<file path="src/rtl/elevator_scan_controller_if.sv">
// Request/interlock inputs and car status outputs exchanged between the
// call-button logic (master) and the elevator car controller (slave).
interface elevator_scan_controller_if #(
    parameter int NUM_FLOORS = 8,
    parameter int FLOOR_W    = 3
);
    logic                  req_valid;
    logic [FLOOR_W-1:0]    req_floor;
    logic                  door_hold;
    logic                  overweight;

    logic [FLOOR_W-1:0]    current_floor;
    logic                  direction;
    logic                  moving;
    logic                  door_open;
    logic                  arrived;
    logic [NUM_FLOORS-1:0] pending;
    logic                  weight_alert;
    logic                  door_alert;

    modport master (
        output req_valid,
        output req_floor,
        output door_hold,
        output overweight,
        input  current_floor,
        input  direction,
        input  moving,
        input  door_open,
        input  arrived,
        input  pending,
        input  weight_alert,
        input  door_alert
    );

    modport slave (
        input  req_valid,
        input  req_floor,
        input  door_hold,
        input  overweight,
        output current_floor,
        output direction,
        output moving,
        output door_open,
        output arrived,
        output pending,
        output weight_alert,
        output door_alert
    );
endinterface

</file>
<file path="src/rtl/elevator_scan_controller.sv">
// SCAN-order elevator car controller: pending-request bitmap, per-floor travel
// timing and a timed door with hold/overweight interlocks and an open-time alert.
module elevator_scan_controller #(
    parameter int NUM_FLOORS    = 8,
    parameter int FLOOR_W       = 3,
    parameter int TRAVEL_CYCLES = 4,
    parameter int DOOR_CYCLES   = 8,
    parameter int DOOR_TIMEOUT  = 32,
    parameter int RESET_FLOOR   = 0
) (
    input  logic                      clk,
    input  logic                      reset,
    elevator_scan_controller_if.slave bus
);

    localparam int TRAVEL_W = $clog2(TRAVEL_CYCLES + 1);
    localparam int DOOR_W   = $clog2(DOOR_CYCLES + 1);
    localparam int OPEN_W   = $clog2(DOOR_TIMEOUT + 1);

    localparam logic [TRAVEL_W-1:0] TRAVEL_LAST = TRAVEL_W'(TRAVEL_CYCLES - 1);
    localparam logic [DOOR_W-1:0]   DOOR_LAST   = DOOR_W'(DOOR_CYCLES - 1);
    localparam logic [OPEN_W-1:0]   OPEN_MAX    = OPEN_W'(DOOR_TIMEOUT);
    localparam logic [FLOOR_W-1:0]  HOME_FLOOR  = FLOOR_W'(RESET_FLOOR);

    typedef enum logic [1:0] {
        IDLE,
        MOVE,
        DOOR
    } state_e;

    state_e                state_q,         state_d;
    logic [FLOOR_W-1:0]    current_floor_q, current_floor_d;
    logic                  direction_q,     direction_d;
    logic [TRAVEL_W-1:0]   travel_cnt_q,    travel_cnt_d;
    logic [DOOR_W-1:0]     door_cnt_q,      door_cnt_d;
    logic [OPEN_W-1:0]     open_cnt_q,      open_cnt_d;
    logic [NUM_FLOORS-1:0] pending_q,       pending_d;
    logic                  arrived_q,       arrived_d;
    logic                  moving_q,        moving_d;
    logic                  door_open_q,     door_open_d;
    logic                  weight_alert_q,  weight_alert_d;
    logic                  door_alert_q,    door_alert_d;

    logic [NUM_FLOORS-1:0] req_mask;
    logic [NUM_FLOORS-1:0] clear_mask;
    logic [NUM_FLOORS-1:0] cur_mask;
    logic [NUM_FLOORS-1:0] next_mask;
    logic [FLOOR_W-1:0]    next_floor;
    logic                  same_floor_req;

    // Out-of-range floor indices decode to an all-zero mask, so they are dropped.
    function automatic logic [NUM_FLOORS-1:0] floor_mask(input logic [FLOOR_W-1:0] floor);
        floor_mask = '0;
        for (int i = 0; i < NUM_FLOORS; i++) begin
            floor_mask[i] = (floor == FLOOR_W'(i));
        end
    endfunction

    function automatic logic requests_ahead(
        input logic [NUM_FLOORS-1:0] bits,
        input logic [FLOOR_W-1:0]    floor,
        input logic                  up
    );
        requests_ahead = 1'b0;
        for (int i = 0; i < NUM_FLOORS; i++) begin
            if (bits[i] && (up ? (FLOOR_W'(i) > floor) : (FLOOR_W'(i) < floor))) begin
                requests_ahead = 1'b1;
            end
        end
    endfunction

    always_comb begin
        state_d         = state_q;
        current_floor_d = current_floor_q;
        direction_d     = direction_q;
        travel_cnt_d    = travel_cnt_q;
        door_cnt_d      = door_cnt_q;
        open_cnt_d      = open_cnt_q;
        arrived_d       = 1'b0;
        clear_mask      = '0;
        same_floor_req  = 1'b0;
        req_mask        = bus.req_valid ? floor_mask(bus.req_floor) : '0;
        cur_mask        = floor_mask(current_floor_q);
        next_floor      = direction_q ? (current_floor_q + FLOOR_W'(1))
                                      : (current_floor_q - FLOOR_W'(1));
        next_mask       = floor_mask(next_floor);

        case (state_q)
            IDLE: begin
                travel_cnt_d = '0;
                door_cnt_d   = '0;
                open_cnt_d   = '0;
                if (|(pending_q & cur_mask)) begin
                    state_d    = DOOR;
                    clear_mask = cur_mask;
                    arrived_d  = 1'b1;
                end else if (requests_ahead(pending_q, current_floor_q, direction_q)) begin
                    state_d = MOVE;
                end else if (requests_ahead(pending_q, current_floor_q, ~direction_q)) begin
                    state_d     = MOVE;
                    direction_d = ~direction_q;
                end
            end

            MOVE: begin
                if (travel_cnt_q == TRAVEL_LAST) begin
                    travel_cnt_d    = '0;
                    current_floor_d = next_floor;
                    if (|(pending_q & next_mask)) begin
                        state_d    = DOOR;
                        clear_mask = next_mask;
                        arrived_d  = 1'b1;
                        door_cnt_d = '0;
                        open_cnt_d = '0;
                    end else if (!requests_ahead(pending_q, next_floor, direction_q)) begin
                        // Defensive stop so the car can never run past the end floors.
                        state_d = IDLE;
                    end
                end else begin
                    travel_cnt_d = travel_cnt_q + TRAVEL_W'(1);
                end
            end

            DOOR: begin
                // A call for the floor we are standing at just keeps the door open.
                same_floor_req = |(req_mask & cur_mask);
                req_mask       = req_mask & ~cur_mask;
                if (open_cnt_q != OPEN_MAX) begin
                    open_cnt_d = open_cnt_q + OPEN_W'(1);
                end
                if (bus.door_hold || bus.overweight || same_floor_req) begin
                    door_cnt_d = '0;
                end else if (door_cnt_q == DOOR_LAST) begin
                    state_d    = IDLE;
                    door_cnt_d = '0;
                    open_cnt_d = '0;
                end else begin
                    door_cnt_d = door_cnt_q + DOOR_W'(1);
                end
            end

            default: begin
                state_d = IDLE;
            end
        endcase

        pending_d      = (pending_q | req_mask) & ~clear_mask;
        moving_d       = (state_d == MOVE);
        door_open_d    = (state_d == DOOR);
        weight_alert_d = (state_d == DOOR) && bus.overweight;
        door_alert_d   = (state_d == DOOR) && (open_cnt_d == OPEN_MAX);
    end

    always_ff @(posedge clk or negedge reset) begin
        if (!reset) begin
            state_q         <= IDLE;
            current_floor_q <= HOME_FLOOR;
            direction_q     <= 1'b1;
            travel_cnt_q    <= '0;
            door_cnt_q      <= '0;
            open_cnt_q      <= '0;
            pending_q       <= '0;
            arrived_q       <= 1'b0;
            moving_q        <= 1'b0;
            door_open_q     <= 1'b0;
            weight_alert_q  <= 1'b0;
            door_alert_q    <= 1'b0;
        end else begin
            state_q         <= state_d;
            current_floor_q <= current_floor_d;
            direction_q     <= direction_d;
            travel_cnt_q    <= travel_cnt_d;
            door_cnt_q      <= door_cnt_d;
            open_cnt_q      <= open_cnt_d;
            pending_q       <= pending_d;
            arrived_q       <= arrived_d;
            moving_q        <= moving_d;
            door_open_q     <= door_open_d;
            weight_alert_q  <= weight_alert_d;
            door_alert_q    <= door_alert_d;
        end
    end

    assign bus.current_floor = current_floor_q;
    assign bus.direction     = direction_q;
    assign bus.moving        = moving_q;
    assign bus.door_open     = door_open_q;
    assign bus.arrived       = arrived_q;
    assign bus.pending       = pending_q;
    assign bus.weight_alert  = weight_alert_q;
    assign bus.door_alert    = door_alert_q;

endmodule
</file>
<file path="src/flat_wrapper.sv">
// flat-port wrapper written by rule: the top's interface ports become plain ports
module elevator_scan_controller_flat 
#(
    parameter int NUM_FLOORS    = 8,
    parameter int FLOOR_W       = 3,
    parameter int TRAVEL_CYCLES = 4,
    parameter int DOOR_CYCLES   = 8,
    parameter int DOOR_TIMEOUT  = 32,
    parameter int RESET_FLOOR   = 0
)
  (clk, reset, bus_req_valid, bus_req_floor, bus_door_hold, bus_overweight, bus_current_floor, bus_direction, bus_moving, bus_door_open, bus_arrived, bus_pending, bus_weight_alert, bus_door_alert);
  elevator_scan_controller_if #(.NUM_FLOORS(NUM_FLOORS), .FLOOR_W(FLOOR_W)) bus_i ();
  input  logic clk;
  input  logic reset;
  input wire logic [$bits(bus_i.req_valid)-1:0] bus_req_valid;
  input wire logic [$bits(bus_i.req_floor)-1:0] bus_req_floor;
  input wire logic [$bits(bus_i.door_hold)-1:0] bus_door_hold;
  input wire logic [$bits(bus_i.overweight)-1:0] bus_overweight;
  output wire logic [$bits(bus_i.current_floor)-1:0] bus_current_floor;
  output wire logic [$bits(bus_i.direction)-1:0] bus_direction;
  output wire logic [$bits(bus_i.moving)-1:0] bus_moving;
  output wire logic [$bits(bus_i.door_open)-1:0] bus_door_open;
  output wire logic [$bits(bus_i.arrived)-1:0] bus_arrived;
  output wire logic [$bits(bus_i.pending)-1:0] bus_pending;
  output wire logic [$bits(bus_i.weight_alert)-1:0] bus_weight_alert;
  output wire logic [$bits(bus_i.door_alert)-1:0] bus_door_alert;
  assign bus_i.req_valid = bus_req_valid;
  assign bus_i.req_floor = bus_req_floor;
  assign bus_i.door_hold = bus_door_hold;
  assign bus_i.overweight = bus_overweight;
  assign bus_current_floor = bus_i.current_floor;
  assign bus_direction = bus_i.direction;
  assign bus_moving = bus_i.moving;
  assign bus_door_open = bus_i.door_open;
  assign bus_arrived = bus_i.arrived;
  assign bus_pending = bus_i.pending;
  assign bus_weight_alert = bus_i.weight_alert;
  assign bus_door_alert = bus_i.door_alert;
  elevator_scan_controller #(.NUM_FLOORS(NUM_FLOORS), .FLOOR_W(FLOOR_W), .TRAVEL_CYCLES(TRAVEL_CYCLES), .DOOR_CYCLES(DOOR_CYCLES), .DOOR_TIMEOUT(DOOR_TIMEOUT), .RESET_FLOOR(RESET_FLOOR)) u_core (.clk(clk), .reset(reset), .bus(bus_i));
endmodule
</file>
<file path="config.mk">
export PLATFORM = sky130hd
export DESIGN_NAME = elevator_scan_controller_flat
export DESIGN_NICKNAME = d
export VERILOG_FILES = /design/src/rtl/elevator_scan_controller_if.sv /design/src/rtl/elevator_scan_controller.sv /design/src/flat_wrapper.sv
export SDC_FILE = /design/constraint.sdc
export NUM_CORES = 1
export LEC_CHECK = 0
export CAP_MARGIN = 20
export CORE_ASPECT_RATIO = 0.7
export CORE_MARGIN = 8
export CORE_UTILIZATION = 47
export CTS_CLUSTER_DIAMETER = 30
export DETAILED_ROUTE_END_ITERATION = 16
export PLACE_DENSITY = 0.75
export SYNTH_ARGS = -nofsm -noshare
export SYNTH_HDL_FRONTEND = slang
export SYNTH_SLANG_ARGS = --single-unit
</file>
<file path="constraint.sdc">
create_clock -name clk -period 6.45 [get_ports clk]
set_input_delay 0.645 -clock clk [delete_from_list [all_inputs] [get_ports clk]]
set_output_delay 0.645 -clock clk [all_outputs]
set_load 0.01 [all_outputs]
</file>
---- Yosys cells after proc, flatten, opt, wreduce, memory -nomap -nowiden ----
Cells that the tools add are included.
cells by class
  eq/ne operators ......................... 31
  add/sub/neg operators ................... 5
  muxes and demuxes ....................... 89
  magnitude comparators ................... 32
  reduce and logical (&&, ||, !) cells .... 40
  bitwise logic cells ..................... 11
operator list
  operator                                                       number
  two-way mux 1 bit                                              59
  bitwise AND 8 bit                                              5
  two-way mux 8 bit                                              5
  equality test 3 bit (second input constant)                    12
  two-way mux 6 bit                                              5
  logical AND 1 bit                                              26
  greater-than comparator 3 bit (first input constant)           8
  less-than comparator 3 bit (first input constant)              8
  OR reduction 8 bit                                             3
  equality test 3 x 2 -> 1 bit (second input constant)           7
  one-hot mux 6 bit (3 select lines)                             1
  two-way mux 2 bit                                              8
  two-way mux 4 bit                                              4
  inverter 8 bit                                                 2
  one-hot mux 8 bit (2 select lines)                             1
  greater-than comparator 1 x 3 -> 1 bit (first input constant)  4
  greater-than comparator 2 x 3 -> 1 bit (first input constant)  4
  less-than comparator 1 x 3 -> 1 bit (first input constant)     4
  less-than comparator 2 x 3 -> 1 bit (first input constant)     4
  one-hot mux 4 bit (3 select lines)                             1
  equality test 3 x 1 -> 1 bit (second input constant)           3
  zero test 3 bit                                                3
  bitwise OR 8 bit                                               1
  adder 3 x 1 -> 3 bit (second input constant)                   2
  other kinds (21)                                               28
word-level totals
  bits of input ports ..................... 8
  flip-flop bits (word level) ............. 32

---- Logic depth before layout (Yosys ltp) ----
Gate-level depths: netlist of the first run.
  word-level depth ........................ 22
  depth in mapped cells ................... 11
  depth with buffers taken out ............ 9

---- Worst setup path before layout of the first run ----
OpenSTA, ideal clock, no wires.
  kind .................................... reg-to-reg
  start point ............................. reg u_core.current_floor_q[0], in the netlist u_core.bus.current_floor[0]
  end point ............................... reg u_core.weight_alert_q, in the netlist u_core.bus.weight_alert
  period minus slack after synthesis ...... 2.677 ns
  library setup time ...................... 0.119 ns
  cell stages (with the launch flop) ...... 8
  arrival ................................. 2.558 ns
  data required time ...................... 6.331 ns
  slack ................................... 3.773 ns
  path through ............................ dfrtp_1 -> ha_1 -> ha_1 -> mux4_2 -> nor3b_1 -> or3_4 -> a211o_1 -> and2_1
between the ends
  word-level cells in the longest chain between the ends .. 22
  elaborated cells on any way between the ends .. 148
RTL lines
  what                                                                                           RTL line                                                        text
  start, declared                                                                                elevator_scan_controller.sv:32                                  logic [FLOOR_W-1:0] current_floor_q, current_floor_d;
  start signal, assigned                                                                         elevator_scan_controller.sv:170                                 current_floor_q <= current_floor_d;
  subtractor 3 x 1 -> 3 bit or adder 3 x 1 -> 3 bit (tied branches)                              elevator_scan_controller.sv:85, elevator_scan_controller.sv:84
  two-way mux 3 bit                                                                              elevator_scan_controller.sv:84                                  next_floor = direction_q ? (current_floor_q + FLOOR_W'(1))
  less-than comparator 1 x 3 -> 1 bit or greater-than comparator 1 x 3 -> 1 bit (tied branches)  elevator_scan_controller.sv:66                                  if (bits[i] && (up ? (FLOOR_W'(i) > floor) : (FLOOR_W'(i) < floor))) begin
  two-way mux 1 bit                                                                              elevator_scan_controller.sv:66
  logical AND 1 bit                                                                              elevator_scan_controller.sv:66
  two-way mux 1 bit (8 in a row)                                                                 elevator_scan_controller.sv:66
  two-way mux 1 bit                                                                              elevator_scan_controller.sv:109                                 if (|(pending_q & next_mask)) begin
  two-way mux 1 bit                                                                              elevator_scan_controller.sv:106                                 if (travel_cnt_q == TRAVEL_LAST) begin
  two-way mux 1 bit                                                                              elevator_scan_controller.sv:88                                  case (state_q)
  two-way mux 2 bit                                                                              elevator_scan_controller.sv:115                                 end else if (!requests_ahead(pending_q, next_floor, direction_q)) begin
  two-way mux 2 bit                                                                              elevator_scan_controller.sv:109
  two-way mux 2 bit                                                                              elevator_scan_controller.sv:106
  one-hot mux 2 bit (3 select lines) (*)                                                         elevator_scan_controller.sv:88
  net u_core.state_d[1]                                                                          elevator_scan_controller.sv:31                                  state_e state_q, state_d;
  equality test 2 bit (*)                                                                        elevator_scan_controller.sv:150                                 weight_alert_d = (state_d == DOOR) && bus.overweight;
  logical AND 1 bit (*)                                                                          elevator_scan_controller.sv:150
  net u_core.weight_alert_d                                                                      elevator_scan_controller.sv:41                                  logic weight_alert_q, weight_alert_d;
  end signal, assigned                                                                           elevator_scan_controller.sv:179                                 weight_alert_q <= weight_alert_d;
  end, declared                                                                                  elevator_scan_controller.sv:41
The timed path passes the listed nets; every way through them passes the cells marked *. The select of a mux whose other input is x is not followed.
A chain may end at the register's enable or synchronous reset.

---- Worst setup path after layout of the first run ----
  start point ............................. reg u_core.current_floor_q[0], in the netlist u_core.bus.current_floor[0]
  end point ............................... reg u_core.door_alert_q, in the netlist u_core.bus.door_alert
between the ends
  word-level cells in the longest chain between the ends .. 22
  elaborated cells on any way between the ends .. 153
RTL lines
  what                                                                                           RTL line                                                        text
  subtractor 3 x 1 -> 3 bit or adder 3 x 1 -> 3 bit (tied branches)                              elevator_scan_controller.sv:85, elevator_scan_controller.sv:84
  two-way mux 3 bit                                                                              elevator_scan_controller.sv:84
  less-than comparator 1 x 3 -> 1 bit or greater-than comparator 1 x 3 -> 1 bit (tied branches)  elevator_scan_controller.sv:66
  two-way mux 1 bit                                                                              elevator_scan_controller.sv:66
  logical AND 1 bit                                                                              elevator_scan_controller.sv:66
  two-way mux 1 bit (8 in a row)                                                                 elevator_scan_controller.sv:66
  two-way mux 1 bit                                                                              elevator_scan_controller.sv:109
  two-way mux 1 bit                                                                              elevator_scan_controller.sv:106
  two-way mux 1 bit                                                                              elevator_scan_controller.sv:88
  two-way mux 2 bit                                                                              elevator_scan_controller.sv:115
  two-way mux 2 bit                                                                              elevator_scan_controller.sv:109
  two-way mux 2 bit                                                                              elevator_scan_controller.sv:106
  one-hot mux 2 bit (3 select lines)                                                             elevator_scan_controller.sv:88
  equality test 2 bit                                                                            elevator_scan_controller.sv:151                                 door_alert_d = (state_d == DOOR) && (open_cnt_d == OPEN_MAX);
  logical AND 1 bit (*)                                                                          elevator_scan_controller.sv:151
  net u_core.door_alert_d                                                                        elevator_scan_controller.sv:42                                  logic door_alert_q, door_alert_d;
  end signal, assigned                                                                           elevator_scan_controller.sv:180                                 door_alert_q <= door_alert_d;
  end, declared                                                                                  elevator_scan_controller.sv:42
Marked as above.

==> flow_summary.yaml, run 1 <==
outcome:
  status: "completed"
power_and_ir_drop:
  clockPowerShare_pct: 13.3
  seq_power_share_pct: 29.1
  peakVddDrop_mv: 0.3483
  p_leak_nw: 1.168
  swShare_pct: 47.78
  internal_power_uw: 760.8
  power_density_nw_per_um2: 513.2
  combPwrFrac_pct: 57.6
  power.switching_uw: 696.2
synth:
  synth_edf_count: 0
  syn_nets: 299
  ys_top_cells_by_area: "dfrtp_1 (32%), ha_1 (5.1%), o21ai_0 (4.9%)"
  synth_area_leader_cell: "dfrtp_1"
  ys_seq_elements: 32
  synth_area_um2: 2455
  seq_area_frac_synth_pct: 32.67
  ys_dominant_reg_cell: "dfrtp_1"
  synth.distinct_cells: 69
  synth-async-reset-ratio_pct: 100.0
  synth_cells: 281
  synth_top_area_share_pct: 31.60
  syn_area_per_cell_um2: 8.736
  yosysWarnings: 0
critical_path:
  cpPeakStageDelay_ns: 0.69
  critPathSlowestCell: "dfrtp_1"
  crit_chain: "ha_1 > ha_1 > mux4_2 > nor3b_1 > o41ai_4 > o21ai_0 > nand4_1 > nor4b_2"
  reg2reg_from: "u_core.bus.current_floor[0]"
  crit_top_cell: "ha_1"
  crit_path_start_kind: "flip-flop"
  startpoint: "u_core.bus.current_floor[0]"
  cp-end-kind: "flip-flop"
  arrival_ns: 3.52
  critPathKind: "reg2reg"
  cp_top_family: "compound AO/OA/AOI/OAI gates"
  crit_fanout: 23
  required_ns: 6.64
  critPathBufInv: 0
grt:
  grt_use_met1_pct: 27.36
  grt_use_total_pct: 17.63
  grt_max_degree: 33
  antenna_found_initial: 0
  grt_pass1_vias: 2065
  use_met2_pct: 22.14
  grt_pass1_wl_um: 10900
  grtUsageMet3_pct: 4.836
  grt_overflow: 0
  grt-busiest-layer: "met1"
routing:
  ant_nets: 0
  num_vias: 2294
  drt_iter0_drc: 214
  wl_um: 6706
  drtPass1Iterations: 4
  drc: 0
  avgRoutedWirePerCell_um: 17.98
  via_per_inst: 6.150
floorplan:
  initial_core_util_pct: 47.69
  fp.dieArea_um2: 7828
  die-height_um: 76.47
  num_io_pins: 25
  die_w_um: 102.4
  rows: 22
  core-area_um2: 5147
final_layout:
  nFillCells: 493
  layout-drive-gt1-share_pct: 9.635
  nets: 318
  insertedDiodeCount: 0
  regArea_um2: 802.0
  final_core_util_pct: 55.15
  area.growth.synth_to_final_pct: 15.65
  postLayoutCellArea_um2: 2839
  multi_input_area_um2: 1541
clock_network:
  cts_tree: "done"
  cts_max_path_buffers: 2
  insertion_delay_ns: 0.29
  postCtsHoldBufs: 0
  ctsResizeCount: 0
  h-tree-depth: 2
  clockRootBuffer: "clkbuf_8"
  post_cts_buffers: 0
  clkSlewWorstSetupHoldPaths_ns: 0.07
  cts_buffers: 5
  cts.sinks: 32
sta:
  holdWs_ns: 0.4831
  period_minus_slack_ns: 3.337
  rsz0062_at_grt: "false"
  finalClockSkew_ns: 0.009245
  fin_crit_sh_pct: 51.74
  setup_violations: 0
  max-slew-margin-rel_pct: 23.85
  fmax_mhz: 299.7
  setup-tns-final_ns: 0
  tightest_slew_ns: 1.134
  slew_viol_final: 0
  finalHoldViolCount: 0
placement:
  io_buffers: 24
  placed_area_um2: 2728
  dp_hpwl_um: 4857
  routabilityCongestion: 0.9827
run:
  maxCapViolCount: 0
worst_hold_path:
  hold_class: "reg2reg"
  hp-start: "u_core.door_cnt_q[3]"
==> cells in the final DEF, fill, tap and decap left out, drive strengths merged, types with 3 or more instances in the layout <==
cell type      Yosys  routed
a211oi             6       6
a21boi             4       4
a21o               4       4
a21oi             17      17
a221oi             4       4
a22o               4       4
a31oi              7       7
a32o               3       3
and2               3       3
clkbuf             6       5
clkdlybuf4s50      0      24
dfrtp             31      31
ha                10      10
inv               11      11
nand2             26      26
nand2b             4       4
nand3             11      11
nand3b             4       4
nor2              25      25
nor2b             10      10
nor3               4       4
o21ai             24      24
o22ai              4       4
or3                3       3
xnor2              3       3
==> power groups by stage <==
stage                     clock network (mW)  registers [mW]  logic (mW)
after detailed placement                   0           0.420       0.825
after CTS                              0.199           0.417       0.829
final                                  0.194           0.424       0.839
after global routing                   0.208           0.439       0.918
after floorplan                            0           0.343       0.650
after global placement                     0           0.420       0.822
==> state kept, by name, indices dropped and copies added (netlist names) <==
signal,flops
u_core.bus.arrived,1
u_core.bus.current_floor,3
u_core.bus.direction,1
u_core.bus.door_alert,1
u_core.bus.door_open,1
u_core.bus.moving,1
u_core.bus.pending,8
u_core.bus.weight_alert,1
u_core.door_cnt_q,4
u_core.open_cnt_q,6
u_core.state_q,2
u_core.travel_cnt_q,3
==> metrics by stage <==
step	instances	power (mW)	setup WS (ns)
2_1_floorplan	281	0.9935	3.773
3_3_place_gp	365	1.242	3.259
3_5_place_dp	365	1.245	3.138
4_1_cts	373	1.445	3.116
5_1_grt	373	1.565	2.855
6_report	373	1.457	3.113
==> layer usage <==
layer,part of all wire [%],vias up
met4,1.2,0
met5,0,-
met2,39,110
li1,-,1094
met3,9.5,10
met1,51,1080
==> final cells by class <==
| class | count | area share (%) |
|---|---|---|
| Timing Repair Buffer | 25 | 8.726 |
| Clock inverter | 3 | 1.498 |
| Multi-Input combinational cell | 225 | 54.30 |
| Tap cell | 72 | 3.173 |
| Inverter | 11 | 1.631 |
| Sequential cell | 32 | 28.25 |
| Clock buffer | 5 | 2.424 |
==> cell families (layout without fill, tap and decap cells) <==
logic type | count (synthesis) | count (layout) | share of synthesized area [%]
adder cells (fa/ha/maj) | 10 | 10 | 5.097
buffers and inverters | 24 | 44 | 4.536
AND/OR/NAND/NOR | 106 | 106 | 23.14
AO/OA/AOI/OAI | 99 | 99 | 29.00
multiplexers | 5 | 5 | 3.160
flip-flops | 32 | 32 | 32.67
XOR/XNOR | 5 | 5 | 2.396
==> final timing paths <==
check                      slack [ns]  cells after the start               endpoint
max                              3.11                      8  u_core.bus.door_alert
min                              0.48                      1   u_core.door_cnt_q[3]
max reg2reg                      3.11                      8  u_core.bus.door_alert
min reg2reg                      0.48                      1   u_core.door_cnt_q[3]
max in group asynchronous        5.36                      2   u_core.bus.direction
min in group asynchronous        0.76                      2  u_core.bus.pending[3]
==> synth_stat cells, types with 3 or more instances <==
| cell type | n |
|---|---|
| inv_1 | 10 |
| nor3_1 | 4 |
| a22o_1 | 3 |
| dfrtp_1 | 31 |
| a21oi_1 | 16 |
| a31oi_1 | 7 |
| o22ai_1 | 4 |
| o21ai_0 | 24 |
| nand3b_1 | 4 |
| a211oi_1 | 6 |
| nor2_1 | 25 |
| buf_2 | 4 |
| nand2b_1 | 4 |
| a32o_1 | 3 |
| a221oi_1 | 3 |
| nor2b_1 | 9 |
| a21o_1 | 4 |
| and2_1 | 3 |
| a21boi_0 | 4 |
| ha_1 | 10 |
| nand2_1 | 26 |
| nand3_1 | 11 |
| clkbuf_1 | 6 |
(Power assumes the default switching activity.)
==> run 2, diff against run 1 <==
==> constraint.sdc (replaced) <==
create_clock -name clk -period 3.2 [get_ports clk]
set_input_delay 0.32 -clock clk [delete_from_list [all_inputs] [get_ports clk]]
set_output_delay 0.32 -clock clk [all_outputs]
set_load 0.01 [all_outputs]
==> run 2 against run 1 <==
Compared with the run above: hold slack lost 0.065 ns; sequential power increased by 81%; largest power group unchanged; non-clock buffer count up 6; register-to-register slack got worse by 2.8 ns; first-iteration DRC count shrank 13%; via count is 0.13% higher; die area did not move; global-route usage grew 0.24 points; clock-buffer cell count rose by 1; utilization up 0.80 points; fmax increased by 17%.
==> flow_summary.yaml, run 2 (same netlist as run 1, synthesis figures left out) <==
clock_network:
  clockRootBuffer: "clkbuf_8"
  cts_max_path_buffers: 2
  insertion_delay_ns: 0.30
  h-tree-depth: 2
  post_cts_buffers: 0
  postCtsHoldBufs: 0
  cts_tree: "done"
  ctsResizeCount: 0
  clkSlewWorstSetupHoldPaths_ns: 0.08
  cts.sinks: 32
  cts_buffers: 5
floorplan:
  initial_core_util_pct: 47.69
  core-area_um2: 5147
  num_io_pins: 25
  rows: 22
  die_w_um: 102.4
  die-height_um: 76.47
  fp.dieArea_um2: 7828
power_and_ir_drop:
  clockPowerShare_pct: 13.1
  seq_power_share_pct: 25.4
  swShare_pct: 47.54
  combPwrFrac_pct: 61.5
  power_density_nw_per_um2: 1047
  peakVddDrop_mv: 0.4614
  p_leak_nw: 1.200
  power.switching_mw: 1.434
  internal_power_mw: 1.582
critical_path:
  cp-end-kind: "flip-flop"
  crit_fanout: 9
  required_ns: 3.38
  arrival_ns: 3.03
  r2r_cells: 8
  crit_path_start_kind: "flip-flop"
  critPathKind: "reg2reg"
placement:
  placed_area_um2: 2773
  io_buffers: 24
  routabilityCongestion: 0.9259
  dp_hpwl_um: 4968
routing:
  drt_iter0_drc: 186
  wl_um: 6843
  avgRoutedWirePerCell_um: 18.06
  num_vias: 2297
  drtPass1Iterations: 5
  ant_nets: 0
  via_per_inst: 6.061
  drc: 0
sta:
  max-slew-margin-rel_pct: 62.72
  rsz0062_at_grt: "false"
  fmax_mhz: 350.7
  period_minus_slack_ns: 2.852
  finalClockSkew_ns: 0.01019
  setup_violations: 0
  fin_crit_sh_pct: 89.11
  finalHoldViolCount: 0
  tightest_slew_ns: 0.5572
  slew_viol_final: 0
  setup-tns-final_ns: 0
  holdWs_ns: 0.4182
final_layout:
  postLayoutCellArea_um2: 2880
  insertedDiodeCount: 0
  nets: 324
  area.growth.synth_to_final_pct: 17.33
  final_cell_mix: "dfrtp_1 (31), nand2_1 (26), nor2_1 (25), o21ai_0 (24), clkdlybuf4s50_1 (24)"
  layout-drive-gt1-share_pct: 11.07
  layout_commonest_cell: "dfrtp_1"
  nFillCells: 481
  largest_register_ffs: 8
outcome:
  status: "completed"
worst_hold_path:
  hold_class: "in2async"
grt:
  grt_use_total_pct: 17.87
  antenna_found_initial: 0
  grt_pass1_wl_um: 11040
  grt_max_degree: 33
  grt_pass1_vias: 2065
  grt_overflow: 0
run:
  maxCapViolCount: 0
## run 2: routing by layer
layer	track usage (%)	share of wire (%)	up-vias
met3	6.204	11	8
li1	-	-	1105
met4	3.650	0.86	0
met2	23.11	39	116
met5	0	0	-
met1	27.05	50	1068
## run 2: final cells by class
type / instances / area [µm²] / area share [%]
inverters: 11 / 46.29 / 1.607
clock inverters: 2 / 35.03 / 1.216
flip-flops and latches: 32 / 802.0 / 27.85
well taps: 72 / 90.09 / 3.128
clock buffers: 6 / 72.57 / 2.520
repair buffers: 31 / 292.8 / 10.17
multi-input cells: 225 / 1541 / 53.52
## run 2: power groups by stage
stage          combinational (mW)  sequential [mW]  clock (mW)
4_1_cts                      1.83            0.760       0.398
2_1_floorplan                1.31            0.692           0
6_report                     1.86            0.767       0.394
3_3_place_gp                 1.80            0.763           0
5_1_grt                      2.02            0.784       0.419
3_5_place_dp                 1.82            0.765           0
## run 2: critical path: stages, from the launching register on
cell     delay (ns)
dfrtp_1        0.38
ha_1           0.20
ha_1           0.40
mux4_2         0.51
nor3b_1        0.19
o41ai_4        0.59
o21ai_0        0.24
nand4_1        0.16
nor4b_2        0.06
## run 2: metrics by stage
stage | worst slack (ns) | total power, mW | std cells | util [%]
after floorplan | 0.5226 | 2.003 | 281 | -
after global placement | 0.4567 | 2.565 | 371 | 53.86
final | 0.3484 | 3.016 | 379 | 55.96
after detailed placement | 0.3762 | 2.580 | 371 | 53.86
after global routing | 0.1364 | 3.224 | 379 | 55.96
after CTS | 0.3644 | 2.986 | 379 | 55.96
## run 2: final timing paths
kind | slack, ns | end | from
max | 0.35 | u_core.bus.door_alert | u_core.bus.current_floor[0]
min | 0.42 | u_core.bus.pending[0] | reset
max reg2reg | 0.35 | u_core.bus.door_alert | u_core.bus.current_floor[0]
min reg2reg | 0.49 | u_core.door_cnt_q[3] | u_core.door_cnt_q[3]
max in group asynchronous | 2.43 | u_core.bus.direction | reset
min in group clk | 0.49 | u_core.door_cnt_q[3] | u_core.door_cnt_q[3]
==> run 3, diff against run 2 <==
--- a/config.mk
+++ b/config.mk
@@ -5,13 +5,15 @@
 export SDC_FILE = /design/constraint.sdc
 export NUM_CORES = 1
 export LEC_CHECK = 0
+export ABC_AREA = 1
 export CAP_MARGIN = 20
 export CORE_ASPECT_RATIO = 0.7
 export CORE_MARGIN = 8
-export CORE_UTILIZATION = 47
+export CORE_UTILIZATION = 48
 export CTS_CLUSTER_DIAMETER = 30
 export DETAILED_ROUTE_END_ITERATION = 16
-export PLACE_DENSITY = 0.75
+export PLACE_DENSITY = 0.76
+export SLEW_MARGIN = 15
 export SYNTH_ARGS = -nofsm -noshare
 export SYNTH_HDL_FRONTEND = slang
 export SYNTH_SLANG_ARGS = --single-unit
==> run 3 against run 2 <==
Compared with the run above: routed wire length up 10%; combinational power up 13%; first-iteration DRC count up 61%; via count up 17%; clock-buffer cell count up 1; setup slack better by 0.22 ns; non-clock buffer count down 5; global-route usage up 0.45 points; clock power down 23%; sequential share of layout area down 1.8 points; register-to-register slack better by 0.22 ns; largest cell class unchanged; utilization down 0.76 points.
==> flow_summary.yaml, run 3 <==
synth:
  synth.distinct_cells: 42
  yosysMostFrequentCell: "nand2_1"
  ys_top_cells_by_area: "dfrtp_1 (29%), nand2_1 (13%), nor2_1 (5.8%)"
  synth_top_area_share_pct: 28.55
  synth-async-reset-ratio_pct: 100.0
  synth_area_leader_cell: "dfrtp_1"
  syn_area_per_cell_um2: 7.077
  ys_seq_elements: 32
  ys_dominant_reg_cell: "dfrtp_1"
  seq_area_frac_synth_pct: 29.51
  synth_cells: 384
  syn_nets: 402
  synthTopCellsByCount: "nand2_1 (91), nor2_1 (42), inv_1 (41)"
  yosysWarnings: 0
  synth_edf_count: 0
  synth_area_um2: 2718
grt:
  antenna_found_initial: 0
  grt_pass1_vias: 2446
  grt_overflow: 0
  grt_use_total_pct: 18.32
  grt_pass1_wl_um: 12330
  grt_max_degree: 33
power_and_ir_drop:
  peakVddDrop_mv: 0.6311
  power_density_nw_per_um2: 1028
  p_leak_nw: 1.459
  power_mw: 3.167
sta:
  finalClockSkew_ns: 0.008433
  holdWs_ns: 0.4541
  fmax_mhz: 380.6
  setup_violations: 0
  slew_viol_final: 0
  setup-tns-final_ns: 0
  tightest_slew_ns: 0.4231
  max-slew-margin-rel_pct: 71.44
  fin_crit_sh_pct: 82.11
  rsz0062_at_grt: "false"
  period_minus_slack_ns: 2.628
  finalHoldViolCount: 0
floorplan:
  fp.dieArea_um2: 8364
  initial_core_util_pct: 48.68
  num_io_pins: 25
  die_w_um: 105.9
  die-height_um: 78.96
  rows: 23
  core-area_um2: 5583
placement:
  io_buffers: 24
  dp_hpwl_um: 5870
  routabilityCongestion: 0.9779
  placed_cells: 476
  placed_area_um2: 3000
final_layout:
  layout-drive-gt1-share_pct: 16.14
  postLayoutCellArea_um2: 3082
  nets: 426
  area.growth.synth_to_final_pct: 13.40
  final_cell_mix: "nand2_1 (91), nor2_1 (42), inv_1 (41), dfrtp_1 (31), clkdlybuf4s50_1 (24)"
  stdcell_count: 484
  layout_commonest_cell: "nand2_1"
  largest_register_ffs: 8
  insertedDiodeCount: 0
clock_network:
  ctsResizeCount: 0
  cts_buffers: 5
  post_cts_buffers: 0
  insertion_delay_ns: 0.28
  cts_tree: "done"
  cts.sinks: 32
  postCtsHoldBufs: 0
  cts_max_path_buffers: 2
  clockRootBuffer: "clkbuf_8"
  clkSlewWorstSetupHoldPaths_ns: 0.07
  h-tree-depth: 2
routing:
  drt_iter0_drc: 300
  wl_um: 7525
  drc: 0
  num_vias: 2682
  via_per_inst: 5.541
  avgRoutedWirePerCell_um: 15.55
  ant_nets: 0
  drtPass1Iterations: 5
critical_path:
  critPathKind: "reg2reg"
  required_ns: 3.37
  reg2reg_from: "u_core.bus.current_floor[0]"
  startpoint: "u_core.bus.current_floor[0]"
  crit_fanout: 10
  arrival_ns: 2.80
  crit_path_start_kind: "flip-flop"
  cp-end-kind: "flip-flop"
worst_hold_path:
  hold_class: "in2async"
run:
  maxCapViolCount: 0
outcome:
  status: "completed"
[run 3: critical path, cell delays in order, from the launching register on]
cell,delay (ns)
dfrtp_1,0.57
inv_2,0.20
ha_1,0.38
inv_1,0.10
nand2_2,0.09
nand2_8,0.13
inv_4,0.06
nand2_2,0.05
nor2_2,0.04
nand2_1,0.06
nand2_1,0.06
nor2_2,0.22
nand2_4,0.10
nand2_4,0.12
nand2_2,0.08
nor2_4,0.12
inv_2,0.05
nand2_1,0.05
inv_1,0.03
[run 3: through the flow]
stage | util [%] | setup slack [ns]
finish | 55.20 | 0.5724
global route | 55.20 | 0.3828
CTS | 55.20 | 0.5976
detailed placement | 53.74 | 0.6197
global placement | 53.74 | 0.7240
floorplan | - | 0.8722
[run 3: area by class of cell]
type | instances | area, µm²
fillers | 546 | 2501
multi-input cells | 291 | 1647
flip-flops and latches | 32 | 802.0
repair buffers | 26 | 255.2
inverters | 52 | 202.7
well taps | 75 | 93.84
clock buffers | 7 | 76.32
clock inverters | 1 | 5.005
[run 3: where the power goes]
| group | switching [mW] | internal [mW] | total [mW] |
|---|---|---|---|
| Combinational | 1.36 | 0.735 | 2.10 |
| Sequential | 0.232 | 0.535 | 0.766 |
| Clock | 0.151 | 0.153 | 0.304 |
| Total | 1.74 | 1.42 | 3.17 |
[run 3: logic make-up (layout without fill, tap and decap cells)]
kind of cell               count (synthesis)  after routing  share of synthesized area (%)
AOI/OAI and AO/OA                         59             59                          13.35
DFF                                       32             32                          29.51
and+or+nand+nor                          217            217                          41.02
xor gates and xnor gates                   5              5                          1.611
adders and majority gates                 10             10                          4.604
buffers and inverters                     61             86                          9.899
[run 3: metal layers]
layer | up-vias | share of wire, % | track usage [%]
li1 | 1303 | - | -
met1 | 1229 | 47 | 27.23
met2 | 136 | 41 | 25.34
met3 | 14 | 11 | 5.497
met4 | 0 | 1.2 | 3.497
met5 | - | 0 | 0
[run 3: worst paths after layout]
check / endpoint / slack, ns / cells after the start
worst max-delay path: u_core.bus.weight_alert / 0.57 / 18
worst min-delay path: u_core.bus.pending[7] / 0.45 / 2
worst max register to register: u_core.bus.weight_alert / 0.57 / 18
worst min register to register: u_core.travel_cnt_q[1] / 0.49 / 1
max in group asynchronous: u_core.bus.direction / 2.42 / 2
min in group clk: u_core.travel_cnt_q[1] / 0.49 / 1
